--- config.mk ---
export PLATFORM = sky130hd
export DESIGN_NAME = alu_issue_dec
export DESIGN_NICKNAME = d
export VERILOG_FILES = /design/src/rtl/alu_issue_dec.sv
export SDC_FILE = /design/constraint.sdc
export NUM_CORES = 1
export LEC_CHECK = 0
export CAP_MARGIN = 0
export CORE_MARGIN = 3
export CORE_UTILIZATION = 30
export CTS_CLUSTER_SIZE = 25
export DETAILED_ROUTE_END_ITERATION = 7
export GPL_ROUTABILITY_DRIVEN = 0
export HOLD_SLACK_MARGIN = 0.03
export RECOVER_POWER = 50
export SLEW_MARGIN = 30
export SYNTH_ARGS = -nofsm -noshare
export SYNTH_HDL_FRONTEND = slang
export SYNTH_SLANG_ARGS = --single-unit
--- constraint.sdc ---
create_clock -name clk -period 2.39 [get_ports clk]
set_input_delay 0.239 -clock clk [delete_from_list [all_inputs] [get_ports clk]]
set_output_delay 0.239 -clock clk [all_outputs]
set_load 0.1 [all_outputs]
--- src/rtl/alu_issue_dec.sv ---
// RV32I decode/issue stage: builds the ALU operand/control bundle from an
// instruction and register reads, held in a one-entry handshaked register.
module alu_issue_dec #(
  parameter int DATA_LEN  = 32,
  parameter int SHAMT_LEN = 5
) (
  input  logic                clk,
  input  logic                rst,
  input  logic                in_valid,
  output logic                in_ready,
  input  logic [31:0]         inst,
  input  logic [DATA_LEN-1:0] pc,
  input  logic [DATA_LEN-1:0] rs1_data,
  input  logic [DATA_LEN-1:0] rs2_data,
  input  logic                flush,
  output logic                out_valid,
  input  logic                out_ready,
  output logic [DATA_LEN-1:0] NUM_A,
  output logic [DATA_LEN-1:0] NUM_B,
  output logic                OP,
  output logic                LR,
  output logic                AL,
  output logic                is_or,
  output logic                is_and,
  output logic                is_xor,
  output logic                is_cmp,
  output logic                is_shift,
  output logic                is_sign,
  output logic [2:0]          br_type,
  output logic [DATA_LEN-1:0] st_data,
  output logic [4:0]          rd,
  output logic                wen,
  output logic                illegal
);

  localparam logic [0:0] ST_EMPTY = 1'b0;
  localparam logic [0:0] ST_FULL  = 1'b1;

  localparam logic [6:0] OPC_OP_IMM = 7'b0010011;
  localparam logic [6:0] OPC_OP     = 7'b0110011;
  localparam logic [6:0] OPC_LUI    = 7'b0110111;
  localparam logic [6:0] OPC_AUIPC  = 7'b0010111;
  localparam logic [6:0] OPC_JAL    = 7'b1101111;
  localparam logic [6:0] OPC_JALR   = 7'b1100111;
  localparam logic [6:0] OPC_BRANCH = 7'b1100011;
  localparam logic [6:0] OPC_LOAD   = 7'b0000011;
  localparam logic [6:0] OPC_STORE  = 7'b0100011;

  localparam logic [6:0] F7_BASE = 7'h00;
  localparam logic [6:0] F7_ALT  = 7'h20;

  function automatic logic signed [DATA_LEN-1:0] imm_i(input logic [31:0] w);
    imm_i = DATA_LEN'($signed(w[31:20]));
  endfunction

  function automatic logic signed [DATA_LEN-1:0] imm_s(input logic [31:0] w);
    imm_s = DATA_LEN'($signed({w[31:25], w[11:7]}));
  endfunction

  function automatic logic signed [DATA_LEN-1:0] imm_u(input logic [31:0] w);
    imm_u = DATA_LEN'($signed({w[31:12], 12'b0}));
  endfunction

  function automatic logic signed [DATA_LEN-1:0] shamt_zx(input logic [31:0] w);
    shamt_zx = DATA_LEN'(w[20 +: SHAMT_LEN]);
  endfunction

  logic [6:0] opcode;
  logic [2:0] funct3;
  logic [6:0] funct7;

  assign opcode = inst[6:0];
  assign funct3 = inst[14:12];
  assign funct7 = inst[31:25];

  logic signed [DATA_LEN-1:0] d_num_a, d_num_b, d_st_data;
  logic                       d_op, d_lr, d_al, d_or, d_and, d_xor, d_cmp, d_shift, d_sign;
  logic [2:0]                 d_br_type;
  logic [4:0]                 d_rd;
  logic                       d_wen, d_ill;

  always_comb begin
    d_num_a   = '0;
    d_num_b   = '0;
    d_st_data = '0;
    d_op      = 1'b0;
    d_lr      = 1'b0;
    d_al      = 1'b0;
    d_or      = 1'b0;
    d_and     = 1'b0;
    d_xor     = 1'b0;
    d_cmp     = 1'b0;
    d_shift   = 1'b0;
    d_sign    = 1'b0;
    d_br_type = 3'd0;
    d_rd      = 5'd0;
    d_wen     = 1'b0;
    d_ill     = 1'b0;

    case (opcode)
      OPC_OP_IMM, OPC_OP: begin
        d_num_a = rs1_data;
        d_rd    = inst[11:7];
        d_wen   = 1'b1;
        if (opcode == OPC_OP) d_num_b = rs2_data;
        else if (funct3 == 3'd1 || funct3 == 3'd5) d_num_b = shamt_zx(inst);
        else d_num_b = imm_i(inst);
        // Register forms check funct7 for every funct3; immediates only for shifts.
        case (funct3)
          3'd0: begin
            if (opcode == OPC_OP) begin
              if (funct7 == F7_ALT) d_op = 1'b1;
              else if (funct7 != F7_BASE) d_ill = 1'b1;
            end
          end
          3'd1: begin
            d_shift = 1'b1;
            d_lr    = 1'b1;
            if (funct7 != F7_BASE) d_ill = 1'b1;
          end
          3'd5: begin
            d_shift = 1'b1;
            if (funct7 == F7_ALT) d_al = 1'b1;
            else if (funct7 != F7_BASE) d_ill = 1'b1;
          end
          default: begin
            if (opcode == OPC_OP && funct7 != F7_BASE) d_ill = 1'b1;
            case (funct3)
              3'd2:    begin d_cmp = 1'b1; d_op = 1'b1; d_sign = 1'b1; end
              3'd3:    begin d_cmp = 1'b1; d_op = 1'b1; end
              3'd4:    d_xor = 1'b1;
              3'd6:    d_or  = 1'b1;
              default: d_and = 1'b1;
            endcase
          end
        endcase
      end
      OPC_LUI: begin
        d_num_b = imm_u(inst);
        d_rd    = inst[11:7];
        d_wen   = 1'b1;
      end
      OPC_AUIPC: begin
        d_num_a = pc;
        d_num_b = imm_u(inst);
        d_rd    = inst[11:7];
        d_wen   = 1'b1;
      end
      OPC_JAL, OPC_JALR: begin
        d_num_a = pc;
        d_num_b = DATA_LEN'(4);
        d_rd    = inst[11:7];
        d_wen   = 1'b1;
        if (opcode == OPC_JALR && funct3 != 3'd0) d_ill = 1'b1;
      end
      OPC_BRANCH: begin
        d_num_a = rs1_data;
        d_num_b = rs2_data;
        d_op    = 1'b1;
        case (funct3)
          3'd0:    d_br_type = 3'd1;
          3'd1:    d_br_type = 3'd2;
          3'd4:    begin d_br_type = 3'd3; d_sign = 1'b1; end
          3'd5:    begin d_br_type = 3'd4; d_sign = 1'b1; end
          3'd6:    d_br_type = 3'd5;
          3'd7:    d_br_type = 3'd6;
          default: d_ill = 1'b1;
        endcase
      end
      OPC_LOAD: begin
        d_num_a = rs1_data;
        d_num_b = imm_i(inst);
        d_rd    = inst[11:7];
        d_wen   = 1'b1;
        if (funct3 == 3'd3 || funct3 == 3'd6 || funct3 == 3'd7) d_ill = 1'b1;
      end
      OPC_STORE: begin
        d_num_a   = rs1_data;
        d_num_b   = imm_s(inst);
        d_st_data = rs2_data;
        if (funct3 > 3'd2) d_ill = 1'b1;
      end
      default: d_ill = 1'b1;
    endcase

    // An illegal instruction travels as an inert bundle carrying only the flag.
    if (d_ill) begin
      d_num_a   = '0;
      d_num_b   = '0;
      d_st_data = '0;
      d_op      = 1'b0;
      d_lr      = 1'b0;
      d_al      = 1'b0;
      d_or      = 1'b0;
      d_and     = 1'b0;
      d_xor     = 1'b0;
      d_cmp     = 1'b0;
      d_shift   = 1'b0;
      d_sign    = 1'b0;
      d_br_type = 3'd0;
      d_rd      = 5'd0;
      d_wen     = 1'b0;
    end
    if (d_rd == 5'd0) d_wen = 1'b0;
  end

  // Stage p0: handshaked bundle register toward execute
  logic [0:0]                 state_p0;
  logic signed [DATA_LEN-1:0] num_a_p0, num_b_p0, st_data_p0;
  logic                       op_p0, lr_p0, al_p0, or_p0, and_p0, xor_p0, cmp_p0, shift_p0, sign_p0;
  logic [2:0]                 br_type_p0;
  logic [4:0]                 rd_p0;
  logic                       wen_p0, ill_p0;
  logic                       load;

  assign in_ready = (state_p0 == ST_EMPTY) | out_ready;
  assign load     = in_valid & in_ready;

  always_ff @(posedge clk) begin
    if (rst) begin
      state_p0   <= ST_EMPTY;
      num_a_p0   <= '0;
      num_b_p0   <= '0;
      st_data_p0 <= '0;
      op_p0      <= 1'b0;
      lr_p0      <= 1'b0;
      al_p0      <= 1'b0;
      or_p0      <= 1'b0;
      and_p0     <= 1'b0;
      xor_p0     <= 1'b0;
      cmp_p0     <= 1'b0;
      shift_p0   <= 1'b0;
      sign_p0    <= 1'b0;
      br_type_p0 <= 3'd0;
      rd_p0      <= 5'd0;
      wen_p0     <= 1'b0;
      ill_p0     <= 1'b0;
    end else if (flush) begin
      state_p0 <= ST_EMPTY;
    end else if (load) begin
      state_p0   <= ST_FULL;
      num_a_p0   <= d_num_a;
      num_b_p0   <= d_num_b;
      st_data_p0 <= d_st_data;
      op_p0      <= d_op;
      lr_p0      <= d_lr;
      al_p0      <= d_al;
      or_p0      <= d_or;
      and_p0     <= d_and;
      xor_p0     <= d_xor;
      cmp_p0     <= d_cmp;
      shift_p0   <= d_shift;
      sign_p0    <= d_sign;
      br_type_p0 <= d_br_type;
      rd_p0      <= d_rd;
      wen_p0     <= d_wen;
      ill_p0     <= d_ill;
    end else if (out_ready) begin
      state_p0 <= ST_EMPTY;
    end
  end

  assign out_valid = (state_p0 == ST_FULL);
  assign NUM_A     = num_a_p0;
  assign NUM_B     = num_b_p0;
  assign st_data   = st_data_p0;
  assign OP        = op_p0;
  assign LR        = lr_p0;
  assign AL        = al_p0;
  assign is_or     = or_p0;
  assign is_and    = and_p0;
  assign is_xor    = xor_p0;
  assign is_cmp    = cmp_p0;
  assign is_shift  = shift_p0;
  assign is_sign   = sign_p0;
  assign br_type   = br_type_p0;
  assign rd        = rd_p0;
  assign wen       = wen_p0;
  assign illegal   = ill_p0;

endmodule

==> results of run 1 <==
-- area by class of cell --
type	instances	area share (%)
Tap cell	216	3.40
Timing Repair Buffer	316	29.5
Multi-Input combinational cell	389	29.8
Clock inverter	9	1.89
Sequential cell	116	29.2
Clock buffer	22	6.09
Inverter	3	0.142
-- worst max-delay path: stages --
cell and delay (ns):
sky130_fd_sc_hd__clkdlybuf4s50_1 0.42, sky130_fd_sc_hd__or4_4 0.55, sky130_fd_sc_hd__nor3_4 0.24, sky130_fd_sc_hd__a221oi_2 0.13
sky130_fd_sc_hd__buf_4 0.15, sky130_fd_sc_hd__or3_4 0.42, sky130_fd_sc_hd__buf_12 0.18, sky130_fd_sc_hd__o31ai_1 0.21
-- what timing repair did --
action                     in CTS  in global routing
setup buffers                   1                  0
gates resized for setup         5                  1
pin swaps                       1                  1
cloned                          0                  1
setup endpoints to repair      39                 65
-- stage by stage --
step	utilization (%)	total power [uW]	hold slack, ns
global placement	48.2	2500	0.437
floorplan	-	2150	0.304
global route	49.9	5370	0.393
detailed placement	48.2	2500	0.443
finish	49.9	5190	0.398
CTS	52.4	5250	0.377
-- cell usage after synthesis (all sizes together), types with 2 or more instances --
| cell | number |
|---|---|
| nand2b | 5 |
| a22oi | 75 |
| a221oi | 22 |
| nor4 | 3 |
| nand2 | 78 |
| inv | 3 |
| buf | 11 |
| or4 | 2 |
| mux2i | 2 |
| and3 | 2 |
| or3 | 3 |
| o21ai | 75 |
| a21oi | 7 |
| nand3b | 2 |
| o31ai | 6 |
| nor2 | 45 |
| nor4b | 2 |
| nand3 | 5 |
| clkbuf | 42 |
| nor3 | 5 |
| nor2b | 6 |
| a32o | 8 |
| o21bai | 21 |
| dfxtp | 116 |
| a22o | 4 |
-- how the worst max path moves through the flow --
stage | slack [ns] | from | cells past startpoint | to
finish | 0.15 | inst[25] | 8 | NUM_B[3]
global route | 0.05 | inst[25] | 8 | NUM_A[1]
CTS | 0.0005 | inst[25] | 8 | NUM_B[3]
detailed placement | -0.54 | inst[25] | 8 | NUM_B[21]
global placement | -0.51 | inst[25] | 6 | rd[4]
floorplan | 0.06 | out_valid | 7 | LR
-- kinds of logic (layout without fill, tap and decap cells) --
group,Yosys count,after routing,synth area share [%]
AND/OR/NAND/NOR,163,163,14.9
buffers and inverters,56,350,5.71
multiplexers,3,3,0.637
XOR/XNOR,1,1,0.178
AO/OA/AOI/OAI,222,222,31.3
flip-flops,116,116,47.3
-- sequential cells by signal (all words and copies together) (netlist names), 3 cells and up --
| register | cells |
|---|---|
| NUM_A | 32 |
| NUM_B | 32 |
| st_data | 32 |
| rd | 5 |
| br_type | 3 |
-- per-layer routing --
layer	wire length [um]	vias to the layer above	global-route usage, %	part of all wire (%)
li1	-	2635	-	-
met3	1800	26	7.61	9.2
met2	9240	254	35.0	47
met1	7990	2570	24.6	41
met4	432	0	7.89	2.2
met5	0	-	0	0
-- where the power goes --
part	internal, uW	switching [uW]	leakage [uW]	total [uW]
combinational	292	236	0.00153	527
clock	1840	877	0.000308	2720
sequential	1940	1.93	0.000935	1940
==> flow_summary.rst, run 1 <==
.. list-table::
   :header-rows: 1

   * - Metric
     - Value
   * - Reg2reg path depth
     - 5
   * - R2R setup slack
     - ~0.62 ns
   * - Antenna violations before repair
     - 0
   * - Routed via count
     - approximately 5500
   * - Vias in the first global route
     - around 5400
   * - HP Class
     - primary input to flip-flop
   * - Period utilisation layout
     - about 94%
   * - Fill cells
     - roughly 1600
   * - Worst Hold Depth
     - 2
   * - Fraction of registers with async set/reset
     - 0%
   * - Run status
     - finished, final reports clean
   * - Horizontal extent of the die
     - approximately 130 um
   * - Count of H-tree levels built during CTS
     - 4
   * - Clock tree from TritonCTS
     - yes
   * - Endpoint of the worst hold-timing path
     - out_valid
   * - Total placed instance area
     - 7690 um2
   * - End of the worst register-to-register path
     - rd[1]
   * - Fin. Hold Viols
     - 0
   * - FP Rows
     - 46
   * - Top-Level Pins
     - 250
   * - Area of the multi-input gates
     - roughly 2400 um2
   * - Pwr dens
     - roughly 650 nW/um2
   * - Share of synthesized area occupied by flip-flops and latches
     - a little under half
   * - Ratio of cells with drive above 1 in the final layout
     - between 10% and 20%
   * - Number of unique standard cell types used by synthesis
     - 42
   * - Die area
     - 17900 um2
   * - Post-detailed-routing wire length
     - approximately 20000 um
   * - Worst R2R Start
     - out_valid
   * - Least-Margin Pin Slew
     - between 1 and 1.5 ns
   * - Final #Nets
     - slightly below 1000
   * - Global Route Usage Sum
     - roughly a fifth
   * - Top flip-flop cell by instance count after synthesis
     - sky130_fd_sc_hd__dfxtp_1
   * - Post-synthesis cell count
     - 561
   * - Clock input transition at the sequential cells of the worst setup and hold paths
     - ~0.050 ns
   * - Beginning of the worst hold path
     - flush
   * - Yosys Warn Count
     - 0
   * - Final worst slack
     - roughly 0.15 ns
   * - Data arrival time of the critical path
     - about 2.6 ns
   * - Worst slack at placement
     - -0.544 ns
   * - Wire length of the first global-routing pass
     - about 29000 um
   * - Post-route antenna net violation count
     - 0
   * - Clk_skew
     - about 0.0042 ns
   * - Number of sinks handled by clock tree synthesis
     - 116
   * - Worst slew margin relative to its limit
     - between 10% and 20%
   * - Max Cap Viol
     - 0
   * - Leading area contributor after synthesis
     - sky130_fd_sc_hd__dfxtp_1
   * - Minimum clock period
     - between 2 and 2.5 ns
   * - Hold buffers post-CTS
     - 0
   * - Worst VDD drop
     - between 0.0004 and 0.0005 V
   * - Type of origin of the critical path
     - primary input
   * - Portion of synthesized cell area occupied by the leading cell type
     - 47.3%
   * - Maximum buffer depth of the clock tree
     - 2
   * - Core Region
     - around 16000 um2
   * - Top cells by area in the synthesized netlist
     - sky130_fd_sc_hd__dfxtp_1 (47%), sky130_fd_sc_hd__a22oi_1 (11%), sky130_fd_sc_hd__o21ai_0 (7.3%), sky130_fd_sc_hd__nand2_1 (6.0%), sky130_fd_sc_hd__a221oi_1 (3.9%)
   * - Total Negative Setup Slacks
     - 0 ns
   * - Initial core utilization
     - a little under a third
   * - Largest net degree at the start of global routing
     - 57
   * - Clock latency of the later-clocked register in the worst-skew pair
     - ~0.4 ns
   * - Syn nets
     - just under 700
   * - Maximum fanout count along the critical path
     - 19
   * - HPWL after detailed placement
     - between 10000 and 15000 um
   * - Required time worst endpoint
     - approximately 2.7 ns
   * - Total global routing overflow
     - 0
   * - Post-route cell area
     - a little under 8000 um2
   * - Most common library cell in the layout ignoring fill and taps
     - sky130_fd_sc_hd__clkdlybuf4s50_1
   * - Register Area
     - 2320 um2
   * - Max Clk Rate
     - 446 MHz
   * - Mean post-synth cell area
     - about 9 um2
   * - Post-synth EDFFs
     - 0
   * - Num CTS Buffers
     - 17
   * - Input/output buffers
     - 249
   * - Die height
     - roughly 130 um
   * - Leakage
     - approximately 0.0028 uW
   * - Post-detailed-route DRC marker count
     - 0
   * - FF+latch count, synth
     - ~120
   * - Commonest non-fill, non-tap cells in the layout
     - sky130_fd_sc_hd__clkdlybuf4s50_1 (132), sky130_fd_sc_hd__clkbuf_1 (116), sky130_fd_sc_hd__dfxtp_1 (115)
   * - Post-route non-filler standard cell count
     - 1071
   * - Worst Path Class, Setup
     - primary input to flip-flop
   * - Via-to-Cell Ratio
     - just over 5
   * - RSZ-0062 raised after global routing
     - false
   * - Buffer type at the clock tree root
     - sky130_fd_sc_hd__clkbuf_16
   * - Relative area change from synthesis to final layout
     - 61.9%
   * - Average detailed-routed wire length per instance
     - approximately 18 um
   * - Nature of the critical path endpoint
     - flip-flop
   * - Post-Place Cells
     - a little over 1000
   * - Post-synthesis cell area
     - 4910 um2
   * - Final-report setup violation count
     - 0
   * - Drt pass-1 iters
     - 5
   * - Drt first-iter violations
     - about 270
   * - Number of antenna diodes
     - 0
   * - Number of max-slew violations in the final report
     - 0
(Power assumes the default switching activity.)
==> run 2: changes to the inputs <==
--- a/config.mk
+++ b/config.mk
@@ -13,6 +13,7 @@
 export GPL_ROUTABILITY_DRIVEN = 0
 export HOLD_SLACK_MARGIN = 0.03
 export RECOVER_POWER = 50
+export SETUP_SLACK_MARGIN = 0.5
 export SLEW_MARGIN = 30
 export SYNTH_ARGS = -nofsm -noshare
 export SYNTH_HDL_FRONTEND = slang
==> run 2 against run 1 <==
Largest power group unchanged. Worst hold slack lost 0.13 ns. Cell count is essentially flat. Combinational power grew 2%. Worst setup slack gained 0.34 ns. Largest cell class unchanged. Sequential share of layout area shrank 0.19 points. Global-route usage grew 0.51 points. Clock power shrank 11%. Critical path depth shrank 7. Clock-buffer cell count grew 2. Non-clock buffer count shrank 2. Flip-flop and latch count is the same.
==> flow_summary.rst, run 2 (synthesized netlist as in run 1, its figures left out) <==
.. list-table::
   :header-rows: 1

   * - Metric
     - Value
   * - Count of H-tree levels built during CTS
     - 4
   * - Hold buffers post-CTS
     - 0
   * - Total global routing overflow
     - 0
   * - HPWL after detailed placement
     - between 10000 and 15000 um
   * - Die height
     - approximately 130 um
   * - Number of max-slew violations in the final report
     - 0
   * - Worst Path Class, Setup
     - flip-flop to output port
   * - Maximum fanout count along the critical path
     - 2
   * - Post-detailed-routing wire length
     - between 15000 and 20000 um
   * - Ratio of cells with drive above 1 in the final layout
     - between 10 and 15%
   * - Switching Power
     - 1130 uW
   * - Post-route antenna net violation count
     - 0
   * - FP Rows
     - between 40 and 50
   * - CP Buf/Inv Count
     - 1
   * - Horizontal extent of the die
     - between 100 and 150 um
   * - Initial core utilization
     - 30.8%
   * - Final-report setup violation count
     - 0
   * - Die area
     - 17900 um2
   * - Clock input transition at the sequential cells of the worst setup and hold paths
     - 0.06 ns
   * - Minimum clock period
     - about 1.9 ns
   * - Required time worst endpoint
     - between 2 and 2.5 ns
   * - Type of origin of the critical path
     - flip-flop
   * - Post-detailed-route DRC marker count
     - 0
   * - Final #Nets
     - approximately 970
   * - Worst R2R Start
     - out_valid
   * - Global Route Usage Sum
     - between 20 and 25%
   * - Nature of the critical path endpoint
     - output port
   * - Area of the multi-input gates
     - ~2500 um2
   * - Worst VDD drop
     - just over 0.0005 V
   * - Worst-path cell chain
     - clkbuf_1
   * - Slowest cell delay on critical path
     - 0.92 ns
   * - Core utilization of the finished layout
     - approximately 50%
   * - Register Area
     - 2320 um2
   * - Top delay family on crit path
     - buffers and inverters
   * - Routed via count
     - roughly 5500
   * - Clock tree from TritonCTS
     - yes
   * - Setup crit start
     - NUM_B[1]
   * - Drt first-iter violations
     - ~300
   * - Data arrival time of the critical path
     - ~1.7 ns
   * - Number of sinks handled by clock tree synthesis
     - between 100 and 150
   * - Num CTS Buffers
     - 17
   * - Antenna violations before repair
     - 1
   * - Run status
     - finished, final reports clean
   * - Fin. Hold Viols
     - 0
   * - Vias in the first global route
     - approximately 5500
   * - Beginning of the worst hold path
     - inst[27]
   * - Combinational fraction of design power
     - a little over a tenth
   * - RSZ-0062 raised after global routing
     - true
   * - Total power
     - between 4000 and 5000 uW
   * - Least-Margin Pin Slew
     - between 1 and 1.5 ns
   * - Worst slew margin relative to its limit
     - approximately 17%
   * - Core Region
     - around 16000 um2
   * - Maximum buffer depth of the clock tree
     - 2
   * - Input/output buffers
     - between 200 and 250
   * - Largest net degree at the start of global routing
     - 43
   * - Total placed instance area
     - between 7000 and 8000 um2
   * - Relative contribution of the clock network to total power
     - 49.3%
   * - Wire length of the first global-routing pass
     - a little over 30000 um
   * - Clock latency of the later-clocked register in the worst-skew pair
     - approximately 0.41 ns
   * - Fill cells
     - approximately 1600
   * - Top-Level Pins
     - 250
   * - Internal power
     - ~3800 uW
   * - Number of antenna diodes
     - 0
   * - Period utilisation layout
     - between 70% and 80%
   * - Drt pass-1 iters
     - 7
   * - Max Clk Rate
     - approximately 530 MHz
   * - Switching power share of the total
     - 23.1%
   * - Slowest cell on the critical path
     - sky130_fd_sc_hd__clkbuf_1
   * - Buffer type at the clock tree root
     - sky130_fd_sc_hd__clkbuf_16
   * - Via-to-Cell Ratio
     - about 5.1
   * - Sequential Power Share
     - between 30% and 40%
   * - Leakage
     - 0.00274 uW
   * - Post-route cell area
     - roughly 8000 um2
   * - HP Class
     - primary input to flip-flop
   * - Clk_skew
     - 0.00531 ns
   * - Commonest non-fill, non-tap cells in the layout
     - sky130_fd_sc_hd__clkbuf_1 (118), sky130_fd_sc_hd__clkdlybuf4s50_1 (118), sky130_fd_sc_hd__dfxtp_1 (116)
   * - Relative area change from synthesis to final layout
     - 62.9%
   * - Max Cap Viol
     - 0
   * - Pwr dens
     - ~610 nW/um2
   * - Average detailed-routed wire length per instance
     - 18.6 um
run 2: metal layers:
metal,routed length [um],track usage [%]
met4,299,6.97
met2,9490,36.1
met3,1690,7.05
met5,13,0
met1,8440,25.9
run 2: final cells by class:
type                            instances  share of cell area, %
Sequential cell                       116                   29.0
Multi-Input combinational cell        389                   30.8
Inverter                                3                  0.141
Tap cell                              216                   3.38
Clock inverter                          8                  0.939
Clock buffer                           24                   6.15
Timing Repair Buffer                  314                   29.5
run 2: path summary, 6_finish.rpt:
check | end | cells past startpoint | slack (ns)
worst max-delay path | NUM_B[1] | 1 | 0.49
worst min-delay path | NUM_B[27] | 4 | 0.27
worst max register to register | NUM_B[4] | 6 | 0.52
worst min register to register | NUM_B[3] | 2 | 0.45
run 2: power by group through the flow:
stage / logic, uW / clock network [uW] / registers [uW]
floorplan: 150 / 0 / 2000
finish: 537 / 2410 / 1940
detailed placement: 524 / 0 / 1980
global placement: 518 / 0 / 1980
global route: 571 / 2550 / 1940
CTS: 534 / 2470 / 1940
run 2: through the flow:
stage | hold slack, ns | worst slack [ns] | setup TNS (ns) | std cells
2_1_floorplan | 0.302 | 0.166 | 0 | 561
3_3_place_gp | 0.437 | -0.488 | -23.98 | 1032
3_5_place_dp | 0.441 | -0.353 | -24.30 | 1032
4_1_cts | 0.248 | 0.507 | 0 | 1068
5_1_grt | 0.278 | 0.429 | 0 | 1070
6_report | 0.266 | 0.494 | 0 | 1070
run 2: what timing repair did:
action                                  in CTS  in global routing
pin swaps                                    7                  4
endpoints found under the setup margin     114                 44
setup buffers                                1                  2
resized for setup                           37                 10
cloned                                       3                  0
==> run 3: changes to the inputs <==
==> constraint.sdc (replaced) <==
create_clock -name clk -period 1.9 [get_ports clk]
set_input_delay 0.19 -clock clk [delete_from_list [all_inputs] [get_ports clk]]
set_output_delay 0.19 -clock clk [all_outputs]
set_load 0.1 [all_outputs]
==> run 3 against run 2 <==
The flow now finishes with violations (setup timing). Global-route usage up 1.8 points. Worst setup slack worse by 0.50 ns. Routed wire length rose by 18%. Combinational power grew 63%. Cell count increased by 5.3%. Clock-buffer cell count down 1. Critical path depth rose by 7. Total power increased by 35%. Sequential power is 26% higher. Critical endpoint is now NUM_A[23]. Largest power group unchanged.
==> flow_summary.rst, run 3 (synthesized netlist as in run 1, its figures left out) <==
.. list-table::
   :header-rows: 1

   * - Metric
     - Value
   * - Total power
     - 6620 uW
   * - Clock tree from TritonCTS
     - yes
   * - Hold buffers post-CTS
     - 0
   * - Max Cap Viol
     - 0
   * - Fin. Hold Viols
     - 0
   * - Failing checks
     - setup timing
   * - Via-to-Cell Ratio
     - 5.30
   * - Post-detailed-routing wire length
     - about 23000 um
   * - Global Route Usage Sum
     - 23.3%
   * - Total global routing overflow
     - 0
   * - Internal power
     - a little over 5000 uW
   * - HP Class
     - primary input to flip-flop
   * - Ratio of cells with drive above 1 in the final layout
     - roughly 44%
   * - Final worst slack
     - -0.00155 ns
   * - Post-route antenna net violation count
     - 0
   * - Beginning of the worst hold path
     - inst[28]
   * - Initial core utilization
     - 30.8%
   * - R2R setup slack
     - roughly 0.02 ns
   * - Least-Margin Pin Slew
     - between 0.5 and 0.6 ns
   * - Nature of the critical path endpoint
     - flip-flop
   * - Max Clk Rate
     - approximately 530 MHz
   * - Switching power share of the total
     - between 20% and 30%
   * - Commonest non-fill, non-tap cells in the layout
     - sky130_fd_sc_hd__clkdlybuf4s50_1 (118), sky130_fd_sc_hd__dfxtp_1 (115), sky130_fd_sc_hd__clkbuf_2 (102)
   * - Core Region
     - approximately 16000 um2
   * - Largest net degree at the start of global routing
     - 45
   * - Num CTS Buffers
     - 17
   * - Maximum fanout count along the critical path
     - 12
   * - Clk_skew
     - between 0.006 and 0.007 ns
   * - Number of max-slew violations in the final report
     - 0
   * - Wire length of the first global-routing pass
     - about 32000 um
   * - Antenna violations before repair
     - 2
   * - Worst R2R Start
     - out_valid
   * - Horizontal extent of the die
     - ~130 um
   * - Vias in the first global route
     - around 6000
   * - Post-route non-filler standard cell count
     - approximately 1100
   * - Combinational fraction of design power
     - a little over an eighth
   * - Pwr dens
     - around 690 nW/um2
   * - End of the worst register-to-register path
     - NUM_A[23]
   * - Buffer type at the clock tree root
     - sky130_fd_sc_hd__clkbuf_16
   * - FP Rows
     - 46
   * - Clock input transition at the sequential cells of the worst setup and hold paths
     - around 0.050 ns
   * - Worst VDD drop
     - between 0.0005 and 0.0006 V
   * - Post-Place Cells
     - 1039
   * - Leakage
     - ~0.0039 uW
   * - Clock latency of the later-clocked register in the worst-skew pair
     - between 0.4 and 0.5 ns
   * - Maximum buffer depth of the clock tree
     - 2
   * - Average detailed-routed wire length per instance
     - slightly above 20 um
   * - Routed via count
     - approximately 6000
   * - Count of H-tree levels built during CTS
     - 4
   * - Relative contribution of the clock network to total power
     - 49.9%
   * - Data arrival time of the critical path
     - roughly 2.2 ns
   * - Endpoint of the worst hold-timing path
     - NUM_B[28]
   * - Type of origin of the critical path
     - primary input
   * - Period utilisation layout
     - 100%
   * - Drt first-iter violations
     - roughly 240
   * - Number of sinks handled by clock tree synthesis
     - roughly 120
   * - Drt pass-1 iters
     - 5
   * - Switching Power
     - roughly 1500 uW
   * - Minimum clock period
     - ~1.9 ns
   * - Most common library cell in the layout ignoring fill and taps
     - sky130_fd_sc_hd__clkdlybuf4s50_1
   * - HPWL after detailed placement
     - ~15000 um
   * - Final #Nets
     - around 1000
   * - Top-Level Pins
     - 250
   * - Worst Path Class, Setup
     - primary input to flip-flop
   * - Die area
     - 17900 um2
   * - Required time worst endpoint
     - ~2.2 ns
   * - Post-detailed-route DRC marker count
     - 0
   * - Run status
     - finished, violations left
   * - Relative area change from synthesis to final layout
     - 96.3%
   * - Die height
     - between 100 and 150 um
   * - Sequential Power Share
     - about 37%
   * - RSZ-0062 raised after global routing
     - true
   * - Worst slew margin relative to its limit
     - roughly 61%
   * - Final-report setup violation count
     - 2
   * - Reg2reg path depth
     - 7
   * - Worst Hold Depth
     - 4
   * - Input/output buffers
     - ~250
==> run 3: cell types whose count changed in the layout (fill, tap and decap cells not counted), moves of 15 or more <==
cell	before	now
sky130_fd_sc_hd__clkbuf_2	0	102
sky130_fd_sc_hd__o21ai_1	65	15
sky130_fd_sc_hd__buf_6	0	23
sky130_fd_sc_hd__nand2_1	78	63
sky130_fd_sc_hd__clkbuf_1	118	2
sky130_fd_sc_hd__o21ai_2	1	52
sky130_fd_sc_hd__a22oi_2	0	31
sky130_fd_sc_hd__a22oi_1	75	44
sky130_fd_sc_hd__buf_4	59	77
==> run 3: layout make-up <==
type / count / area, um2
fill: 1398 / 6300
timing repair buffer: 371 / 3500
multi-input combinational: 389 / 2920
sequential: 116 / 2330
clock buffer: 23 / 488
tap: 216 / 270
clock inverter: 8 / 124
inverter: 3 / 11.3
antenna: 1 / 2.50
==> run 3: power by group through the flow <==
| stage | combinational, uW | sequential, uW | clock, uW |
|---|---|---|---|
| 5_1_grt | 916 | 2440 | 3450 |
| 3_3_place_gp | 666 | 2490 | 0 |
| 4_1_cts | 718 | 2440 | 3340 |
| 2_1_floorplan | 191 | 2520 | 0 |
| 6_report | 876 | 2440 | 3300 |
| 3_5_place_dp | 675 | 2490 | 0 |
==> run 3: what timing repair did <==
item	CTS	global route
gates resized for setup	101	112
pin swaps	23	24
setup endpoints to repair	115	116
gates cloned	9	13
setup buffers	16	18
==> run 3: worst max-delay path by stage <==
stage          startpoint  cells after the start  slack [ns]          to
6_report          inst[6]                      8      -0.002   NUM_A[23]
5_1_grt           inst[6]                      8       -0.03   NUM_A[12]
3_5_place_dp     inst[25]                      7       -0.81    NUM_B[4]
2_1_floorplan   out_valid                      7       -0.32          LR
3_3_place_gp     inst[25]                      6       -0.91  br_type[1]
4_1_cts         out_valid                      7        0.06   NUM_A[17]
==> run 3: critical path, cell delays in order <==
cell                            delay [ns]
sky130_fd_sc_hd__dlygate4sd2_1        0.31
sky130_fd_sc_hd__nor3b_2              0.25
sky130_fd_sc_hd__o21ai_1              0.10
sky130_fd_sc_hd__a221o_1              0.44
sky130_fd_sc_hd__or3_4                0.48
sky130_fd_sc_hd__buf_12               0.17
sky130_fd_sc_hd__clkbuf_16            0.18
sky130_fd_sc_hd__o21ai_1              0.11
==> run 3: per-layer routing <==
| layer | vias up | part of all wire, % | global-route usage [%] |
|---|---|---|---|
| li1 | 2760 | - | - |
| met1 | 2891 | 40 | 26.9 |
| met2 | 277 | 50 | 38.7 |
| met3 | 45 | 7.7 | 7.76 |
| met4 | 2 | 2.7 | 11.4 |
| met5 | - | 0.055 | 0 |
==> run 3: stage by stage <==
step                util, %  cell area, um2  worst slack (ns)  setup TNS [ns]  hold slack [ns]
CTS                    56.5            9000            0.0572               0            0.168
finish                 60.5            9640          -0.00155        -0.00210            0.196
global placement       48.7            7760            -0.905          -75.96            0.438
detailed placement     48.7            7760            -0.808          -75.94            0.443
global route           60.5            9640           -0.0342          -0.674            0.198
floorplan                 -            4940            -0.324          -20.30            0.253
